==> config.mk <==
export PLATFORM = sky130hd
export DESIGN_NAME = sn_to_bin
export DESIGN_NICKNAME = d
export VERILOG_FILES = /design/src/rtl/sn_to_bin.sv
export SDC_FILE = /design/constraint.sdc
export NUM_CORES = 1
export LEC_CHECK = 0
export BUFFER_PORTS_ARGS = -buffer_cell sky130_fd_sc_hd__clkbuf_2
export CAP_MARGIN = 20
export CORE_ASPECT_RATIO = 0.75
export CORE_MARGIN = 2
export CORE_UTILIZATION = 30
export CTS_BUF_LIST = sky130_fd_sc_hd__clkbuf_2 sky130_fd_sc_hd__clkbuf_4 sky130_fd_sc_hd__clkbuf_8
export DETAILED_ROUTE_END_ITERATION = 10
export PLACE_DENSITY_LB_ADDON = 0.05
export SLEW_MARGIN = 25
export SYNTH_ARGS = -nofsm -noshare
export SYNTH_HDL_FRONTEND = slang
export SYNTH_SLANG_ARGS = --single-unit
export TNS_END_PERCENT = 5
==> constraint.sdc <==
create_clock -name clock -period 2.06 [get_ports clock]
set_input_delay 0.206 -clock clock [delete_from_list [all_inputs] [get_ports clock]]
set_output_delay 0.206 -clock clock [all_outputs]
set_load 0.02 [all_outputs]
==> src/rtl/sn_to_bin.sv <==
// Stochastic-to-binary decoder: counts ones in a unipolar bitstream over a 2^LOG_LEN
// window and presents the scaled count on a valid/ready output register.
module sn_to_bin #(
    parameter int BIN_LEN = 8,
    parameter int LOG_LEN = BIN_LEN
) (
    input  logic               clock,
    input  logic               reset,
    input  logic               start,
    input  logic               in_bit,
    input  logic               in_valid,
    output logic               sng_enable,
    output logic               busy,
    output logic [BIN_LEN-1:0] out_val,
    output logic               out_valid,
    input  logic               out_ready
);
    localparam int CW    = LOG_LEN + 1;
    localparam int SHIFT = BIN_LEN - LOG_LEN;
    localparam logic [CW-1:0] WINDOW = {1'b1, {LOG_LEN{1'b0}}};
    localparam logic [CW-1:0] LAST   = WINDOW - CW'(1);

    if (LOG_LEN < 1 || LOG_LEN > BIN_LEN) begin : g_bad_log_len
        $error("sn_to_bin: LOG_LEN must be in 1..BIN_LEN");
    end

    typedef enum logic [1:0] {
        IDLE  = 2'd0,
        ACCUM = 2'd1,
        DONE  = 2'd2
    } state_t;

    state_t             state_reg, state_next;
    logic [CW-1:0]      bit_cnt_reg, bit_cnt_next;
    logic [CW-1:0]      ones_cnt_reg, ones_cnt_next;
    logic [BIN_LEN-1:0] out_val_reg, out_val_next;
    logic               out_valid_reg, out_valid_next;

    logic [CW-1:0]      ones_final;
    logic [BIN_LEN-1:0] scaled;
    logic [BIN_LEN-1:0] result;

    // The final sample of the window is folded in on the same edge that loads the result.
    assign ones_final = ones_cnt_reg + CW'(in_bit);
    assign scaled     = BIN_LEN'(ones_final) << SHIFT;
    assign result     = (ones_final == WINDOW) ? {BIN_LEN{1'b1}} : scaled;

    always_ff @(posedge clock) begin
        if (!reset) begin
            state_reg     <= IDLE;
            bit_cnt_reg   <= '0;
            ones_cnt_reg  <= '0;
            out_val_reg   <= '0;
            out_valid_reg <= 1'b0;
        end else begin
            state_reg     <= state_next;
            bit_cnt_reg   <= bit_cnt_next;
            ones_cnt_reg  <= ones_cnt_next;
            out_val_reg   <= out_val_next;
            out_valid_reg <= out_valid_next;
        end
    end

    always_comb begin
        state_next     = state_reg;
        bit_cnt_next   = bit_cnt_reg;
        ones_cnt_next  = ones_cnt_reg;
        out_val_next   = out_val_reg;
        out_valid_next = out_valid_reg;
        case (state_reg)
            IDLE: begin
                if (start) begin
                    state_next    = ACCUM;
                    bit_cnt_next  = '0;
                    ones_cnt_next = '0;
                end
            end
            ACCUM: begin
                if (in_valid) begin
                    bit_cnt_next  = bit_cnt_reg + CW'(1);
                    ones_cnt_next = ones_final;
                    if (bit_cnt_reg == LAST) begin
                        state_next     = DONE;
                        out_val_next   = result;
                        out_valid_next = 1'b1;
                    end
                end
            end
            DONE: begin
                if (out_valid_reg && out_ready) begin
                    state_next     = IDLE;
                    out_valid_next = 1'b0;
                end
            end
            default: begin
                state_next     = IDLE;
                out_valid_next = 1'b0;
            end
        endcase
    end

    assign sng_enable = (state_reg == ACCUM);
    assign busy       = (state_reg == ACCUM) || (state_reg == DONE);
    assign out_val    = out_val_reg;
    assign out_valid  = out_valid_reg;

endmodule

Word level (Yosys, flattened, before mapping)
Cells that the tools add are included.

word-level totals
  flip-flop bits (word level) = 29
  bits in latches = 0
  memory bits (writable) = 0
  memory bits (read-only) = 0
  input bits = 6
  memories kept = 0

operators by class
  add/subtract/negate cells = 2
  multipliers = 0
  divide/modulo/power cells = 0
  order comparisons = 0
  equality and inequality tests = 8
  shift-type cells = 0
  multiplexer cells = 15
  bitwise logic cells = 1
  reductions and logical operators = 8

operators by type and width
  cell                   count
  $pmux W9 S2            2
  $mux W9                3
  $add A9 B1 Y9          1
  $add A9 B1 Y9 const B  1
  $eq A9 B8 Y1 const B   1
  $eq A9 B9 Y1 const B   1
  $mux W2                4
  $mux W8                1
  $reduce_and A4 Y1      2
  $ne A2 B2 Y1 const B   3
  $pmux W2 S3            1
  $reduce_and A3 Y1      2
  $mux W1                3
  $pmux W1 S3            1
  $eq A2 B1 Y1 const B   1
  $eq A2 B2 Y1 const B   1
  $logic_not A2 Y1       1
  $ne A2 B1 Y1 const B   1
  $reduce_bool A2 Y1     1
  $logic_and A1 B1 Y1    1
  $logic_or A1 B1 Y1     1
  $not A1 Y1             1

Logic depth before layout (Yosys ltp)
Gate-level depths: netlist of run 1.

  depth after elaboration = 4
  mapped depth = 9

Least setup slack after synthesis of run 1
No wires, ideal clock.

  kind = register -> register
  start = reg ones_cnt_reg[0]
  end = reg out_val_reg[6] (netlist: out_val[6])
  library setup time = 122 ps
  data arrival time = 1734 ps
  data required time = 1938 ps
  path slack = 204 ps
  cell stages (with the launch flop) = 8
  path buffers = 1
  period minus slack after synthesis = 1856 ps
  cells stage by stage = dfxtp_1 ha_1 buf_4 nand3_4 or2_1 a311oi_2 nor2_1 o311a_1

between the ends
  longest elaborated chain between the ends = 3

RTL lines
  element                 line  RTL
  from (decl)             35    logic [CW-1:0] ones_cnt_reg, ones_cnt_next;
  from (signal assigned)  58    ones_cnt_reg <= ones_cnt_next;
  $add A9 B1 Y9 (*)       44    assign ones_final = ones_cnt_reg + CW'(in_bit);
  $eq A9 B9 Y1            46    assign result = (ones_final == WINDOW) ? {BIN_LEN{1'b1}} : scaled;
  $mux W8 (*)             46
  to (signal assigned)    59    out_val_reg <= out_val_next;
  to (decl)               36    logic [BIN_LEN-1:0] out_val_reg, out_val_next;

Mark *: on every way between the ends. The rest lies on a longest branch, timed or not.
A chain may end at the register's enable or synchronous reset.

Worst setup path after layout of run 1
Ends and elaborated chain as after synthesis.

==> results of run 1 <==
## what timing repair did
action,CTS,global route
gates resized for setup,0,3
buffers inserted,0,0
endpoints found under the setup margin,0,7
## power groups by stage
stage,Combinational (mW),Clock (mW),Sequential [mW]
2_1_floorplan,0.333,0,0.614
3_3_place_gp,0.498,0,0.612
3_5_place_dp,0.500,0,0.613
4_1_cts,0.504,0.493,0.600
5_1_grt,0.554,0.522,0.604
6_report,0.499,0.476,0.600
## kinds of logic (layout without fill, tap and decap cells)
family	after synthesis	after routing	share of synthesized area
adders and majority gates	8	8	0.0594
AOI/OAI and AO/OA	50	50	0.204
muxes	1	1	0.00594
and+or+nand+nor	81	81	0.264
xor gates and xnor gates	13	13	0.0676
buffers and inverters	18	41	0.0550
DFF	29	29	0.345
## final cells by class
class                   count  area [sq um]  area share
clock inverters             2          10.0     0.00510
flip-flops and latches     29           581       0.296
clock buffers               6          76.3      0.0389
repair buffers             27           163      0.0828
multi-input cells         153          1020       0.518
well taps                  75          93.8      0.0478
inverters                   6          22.5      0.0115
## per-layer routing
metal	GRT usage	share of wire
met4	0.0692	0.018
met3	0.0402	0.042
met5	0	0
met1	0.189	0.55
met2	0.199	0.39
## worst paths after layout
path / from / endpoint / cells past startpoint
max: ones_cnt_reg[0] / out_val[6] / 6
min: reset / ones_cnt_reg[8] / 2
max reg2reg: ones_cnt_reg[0] / out_val[6] / 6
min reg2reg: state_reg[0] / state_reg[0] / 2
## critical path, stage by stage (launching register included)
cell	delay [ns]
dfxtp_1	0.37
ha_1	0.24
nand3_4	0.13
or2_1	0.29
a311oi_2	0.36
nor2_1	0.07
o311a_1	0.35
## stage by stage
step | utilization | worst slack, ns | hold WS [ns] | power [mW]
after floorplan | - | 0.204 | 0.360 | 0.947
after global placement | 0.348 | 0.166 | 0.495 | 1.11
after detailed placement | 0.348 | 0.141 | 0.504 | 1.11
after CTS | 0.364 | 0.113 | 0.338 | 1.60
after global routing | 0.365 | 0.00374 | 0.343 | 1.68
final | 0.365 | 0.142 | 0.332 | 1.57
## cells in the final DEF, fill, tap and decap left out, types with 3 or more instances in the layout
cell and count:
nor2b_1 7, nand2b_1 3, nand3_1 4, o21ai_0 16
xnor2_1 6, nand4_1 3, inv_1 6, nor2_1 13
clkbuf_8 5, a21oi_1 5, a21o_1 9, buf_4 11
clkbuf_2 16, a21boi_0 6, or3_1 3, xor2_1 7
nor3_1 6, ha_1 6, nand2_1 24, a22oi_1 3
dfxtp_1 29
==> impl_metrics.toml, run 1 <==
[place]
place_area_sq_mm = 0.00187
gp_congestion = 0.780
dp.cells = 290
dp_hpwl_um = 2980
numPortBuffers = 16

[cells_and_area]
final_cells = 298
nFillCells = 586
nets = 236
fin_area_sq_mm = 0.00196
antenna_cells = 0
drive_gt1_frac = 0.215
syn2layout_area_growth_pct = 16.6

[power_and_ir_drop]
comb_power_share = 0.317
powerDensity_mw_per_mm2 = 802
p_clk_frac = 0.302
peakVddDrop_mv = 0.417
p_switching_mw = 0.565
switching_share = 0.359
pwr-share-seq = 0.381
leakage_nw = 0.797
intPower_mw = 1.01

[floorplanning]
io_pins = 17
dieArea_sq_mm = 0.00624
dieWidth_um = 90.5
die_h_um = 68.9
rows = 23
start_util = 0.313
core_area_sq_mm = 0.00538

[routing]
drtPass1Iterations = 4
via_count = 1439
drcViolationCount = 0
ant_nets = 0
drt_iter0_markers = 95
wl_per_cell_um = 13.6
viasPerCell = 4.83
routed_wl_um = 4070

[global_route]
grt_first_pass_wirelength_um = 6540
track_usage = 0.138
grt-ovfl-total = 0
first_global_vias = 1366
antenna_found_initial = 0
grt_max_degree = 17

[timing]
worstMarginPinSlew_ns = 0.423
finClkSkew_ns = 0.00675
setup_viol = 0
fin_crit_sh = 0.931
fmax_mhz = 521
period_minus_slack_ns = 1.92
setup_tns_ns = 0
slew-limit-headroom = 0.716
grt_setup_unrepaired = "false"
hold_violations = 0
drv_slew = 0

[logic_synthesis]
ys_types = 47
syn_area_sq_mm = 0.00168
syn_nets = 214
syn_area_per_cell_sq_um = 8.42
yosys.area.top_type = "dfxtp_1"
yosys_warnings = 0
yosys.area.top_type_share = 0.345
synth_ff_type = "dfxtp_1"
synth.most_common_cell = "dfxtp_1"
synthTopCellsByCount = "29 x dfxtp_1, 24 x nand2_1, 16 x o21ai_0, 14 x nor2_1, 9 x a21o_1"
yosys_register_bits = 29
yosysSeqAreaShare = 0.345
synth.area.top_cells = "dfxtp_1 34%, ha_1 5.9%, nand2_1 5.3%"
synth_edf_count = 0
synth_cells = 200
synth-async-reset-ratio = 0

[clock_network]
htreeDepth = 2
cts_root_buf = "clkbuf_8"
cts-hold-fix-buffers = 0
ctsLongestPathBuffers = 2
cts_buffers = 5
clock_latency_ns = 0.28
clkTransAtPathRegs_ns = 0.07
clock_sinks = 29
tritoncts = "yes"

[setup_path]
path_max_fanout = 8
crit_arrival_ns = 2.09
start_kind = "flip-flop"
crit_type = "reg -> reg"
worstPathRequired_ns = 2.23
worstSetupEndpointType = "flip-flop"
reg2reg_setup_slack_ns = 0.14

[outcome]
status = "finished, final reports clean"

[hold_path]
hold_class = "in -> reg"

[job]
cap_viol_max_count = 0
Power figures use the tool's default switching activity.
==> run 2, diff against run 1 <==
--- a/config.mk
+++ b/config.mk
@@ -12,8 +12,6 @@
 export CORE_UTILIZATION = 30
 export CTS_BUF_LIST = sky130_fd_sc_hd__clkbuf_2 sky130_fd_sc_hd__clkbuf_4 sky130_fd_sc_hd__clkbuf_8
 export DETAILED_ROUTE_END_ITERATION = 10
-export PLACE_DENSITY_LB_ADDON = 0.05
-export SLEW_MARGIN = 25
 export SYNTH_ARGS = -nofsm -noshare
 export SYNTH_HDL_FRONTEND = slang
 export SYNTH_SLANG_ARGS = --single-unit
==> impl_metrics.toml, run 2 (same netlist as run 1, synthesis figures left out) <==
[global_route]
grtUsageMet3 = 0.0359
met2_usage = 0.183
met1_usage = 0.162
grt-busiest-layer = "met2"
grt_max_degree = 25
track_usage = 0.118
grt-ovfl-total = 0
antenna_found_initial = 0
grt_first_pass_wirelength_um = 5760
first_global_vias = 1213

[setup_path]
worstPathRequired_ns = 2.22
crit_path_max_incr_delay_ns = 0.38
path_max_fanout = 8
start_kind = "flip-flop"
cpMaxStageDelayCell = "a311oi_2"
crit_family = "compound AO/OA/AOI/OAI gates"
worstSetupEndpointType = "flip-flop"
crit_type = "reg -> reg"
cp_cell_sequence = "ha_1 > nand3_4 > or2_1 > a311oi_2 > nor2_1 > o311a_1"
crit_arrival_ns = 2.09
path_buf_inv = 0

[cells_and_area]
nets = 236
final_cell_mix = "29 x dfxtp_1, 24 x nand2_1, 16 x o21ai_0, 16 x clkbuf_2, 14 x nor2_1"
drive_gt1_frac = 0.202
final_common_cell = "dfxtp_1"
antenna_cells = 0
ff_latch_area_sq_um = 581
final_cells = 298
nFillCells = 582
multi_input_area_sq_mm = 0.00101
syn2layout_area_growth_pct = 18.2

[routing]
wl_per_cell_um = 11.7
ant_nets = 0
viasPerCell = 4.66
drt_iter0_markers = 123
routed_wl_um = 3480
drtPass1Iterations = 4
drcViolationCount = 0
via_count = 1389

[clock_network]
clock_sinks = 29
clock_latency_ns = 0.27
ctsLongestPathBuffers = 2
cts_root_buf = "clkbuf_8"
cts_buffers = 5
tritoncts = "yes"
htreeDepth = 2
clkTransAtPathRegs_ns = 0.07
cts_resized = 0

[place]
dp.cells = 289
dp_hpwl_um = 2510
numPortBuffers = 16
gp_congestion = 0.770

[job]
cap_viol_max_count = 0

[floorplanning]
rows = 23
dieArea_sq_mm = 0.00624
start_util = 0.313
io_pins = 17
dieWidth_um = 90.5
core_area_sq_mm = 0.00538
die_h_um = 68.9

[timing]
setup_viol = 0
fin_crit_sh = 0.936
drv_slew = 0
slew-limit-headroom = 0.693
period_minus_slack_ns = 1.93
grt_setup_unrepaired = "false"
setup_tns_ns = 0
worstMarginPinSlew_ns = 0.457
hold_violations = 0
finClkSkew_ns = 0.00769
fmax_mhz = 519

[power_and_ir_drop]
p_switching_mw = 0.533
leakage_nw = 0.817
switching_share = 0.317
powerDensity_mw_per_mm2 = 847
pwr-share-seq = 0.357
p_clk_frac = 0.366
intPower_mw = 1.15
peakVddDrop_mv = 0.615
comb_power_share = 0.276

[outcome]
status = "finished, final reports clean"

[hold_path]
hold_class = "in -> reg"
## run 2: cell count changes in the layout (fill, tap and decap cells not counted), sizes merged
cell / previous run / this run
bufinv: 0 / 1
clkinv: 2 / 0
clkbuf: 22 / 23
## run 2: layout make-up
type	instances	share of cell area
Multi-Input combinational cell	153	0.508
Sequential cell	29	0.292
Timing Repair Buffer	27	0.0817
Tap cell	75	0.0471
Clock buffer	7	0.0453
Clock inverter	1	0.0151
Inverter	6	0.0113
## run 2: worst register-to-register path: cells and delay by family (launching register included)
| kind | cells | cell delay (ns) |
|---|---|---|
| fa+ha+maj | 1 | 0.24 |
| compound gates | 2 | 0.73 |
| flops | 1 | 0.36 |
| simple gates | 3 | 0.50 |
## run 2: metrics by stage
stage / power [mW] / hold WS (ns) / cell area, sq um / util / setup slack [ns]
3_5_place_dp: 1.08 / 0.501 / 1860 / 0.346 / 0.127
2_1_floorplan: 0.947 / 0.360 / 1680 / - / 0.204
5_1_grt: 1.80 / 0.420 / 1990 / 0.370 / 0.0194
3_3_place_gp: 1.08 / 0.496 / 1860 / 0.346 / 0.117
4_1_cts: 1.71 / 0.388 / 1980 / 0.369 / 0.109
6_report: 1.69 / 0.391 / 1990 / 0.370 / 0.132
## run 2: worst paths after layout
path	cells past startpoint	end	start	slack, ns
max	6	out_val[6]	ones_cnt_reg[0]	0.13
min	4	ones_cnt_reg[0]	in_bit	0.39
max reg2reg	6	out_val[6]	ones_cnt_reg[0]	0.13
min reg2reg	2	state_reg[1]	state_reg[1]	0.52
## run 2: power by group through the flow
stage	combinational (mW)	sequential, mW	clock, mW
2_1_floorplan	0.333	0.614	0
3_3_place_gp	0.464	0.613	0
3_5_place_dp	0.464	0.613	0
4_1_cts	0.465	0.601	0.640
5_1_grt	0.520	0.606	0.671
6_report	0.466	0.602	0.617
## run 2: what timing repair did
item,CTS,global route
setup buffers,0,1
setup endpoints to repair,0,7
hold buffers,0,0
## run 2: layer usage
layer,routed length [um],vias up
li1,-,738
met1,1910,625
met2,1400,24
met3,151,2
met4,14,0
met5,0,-
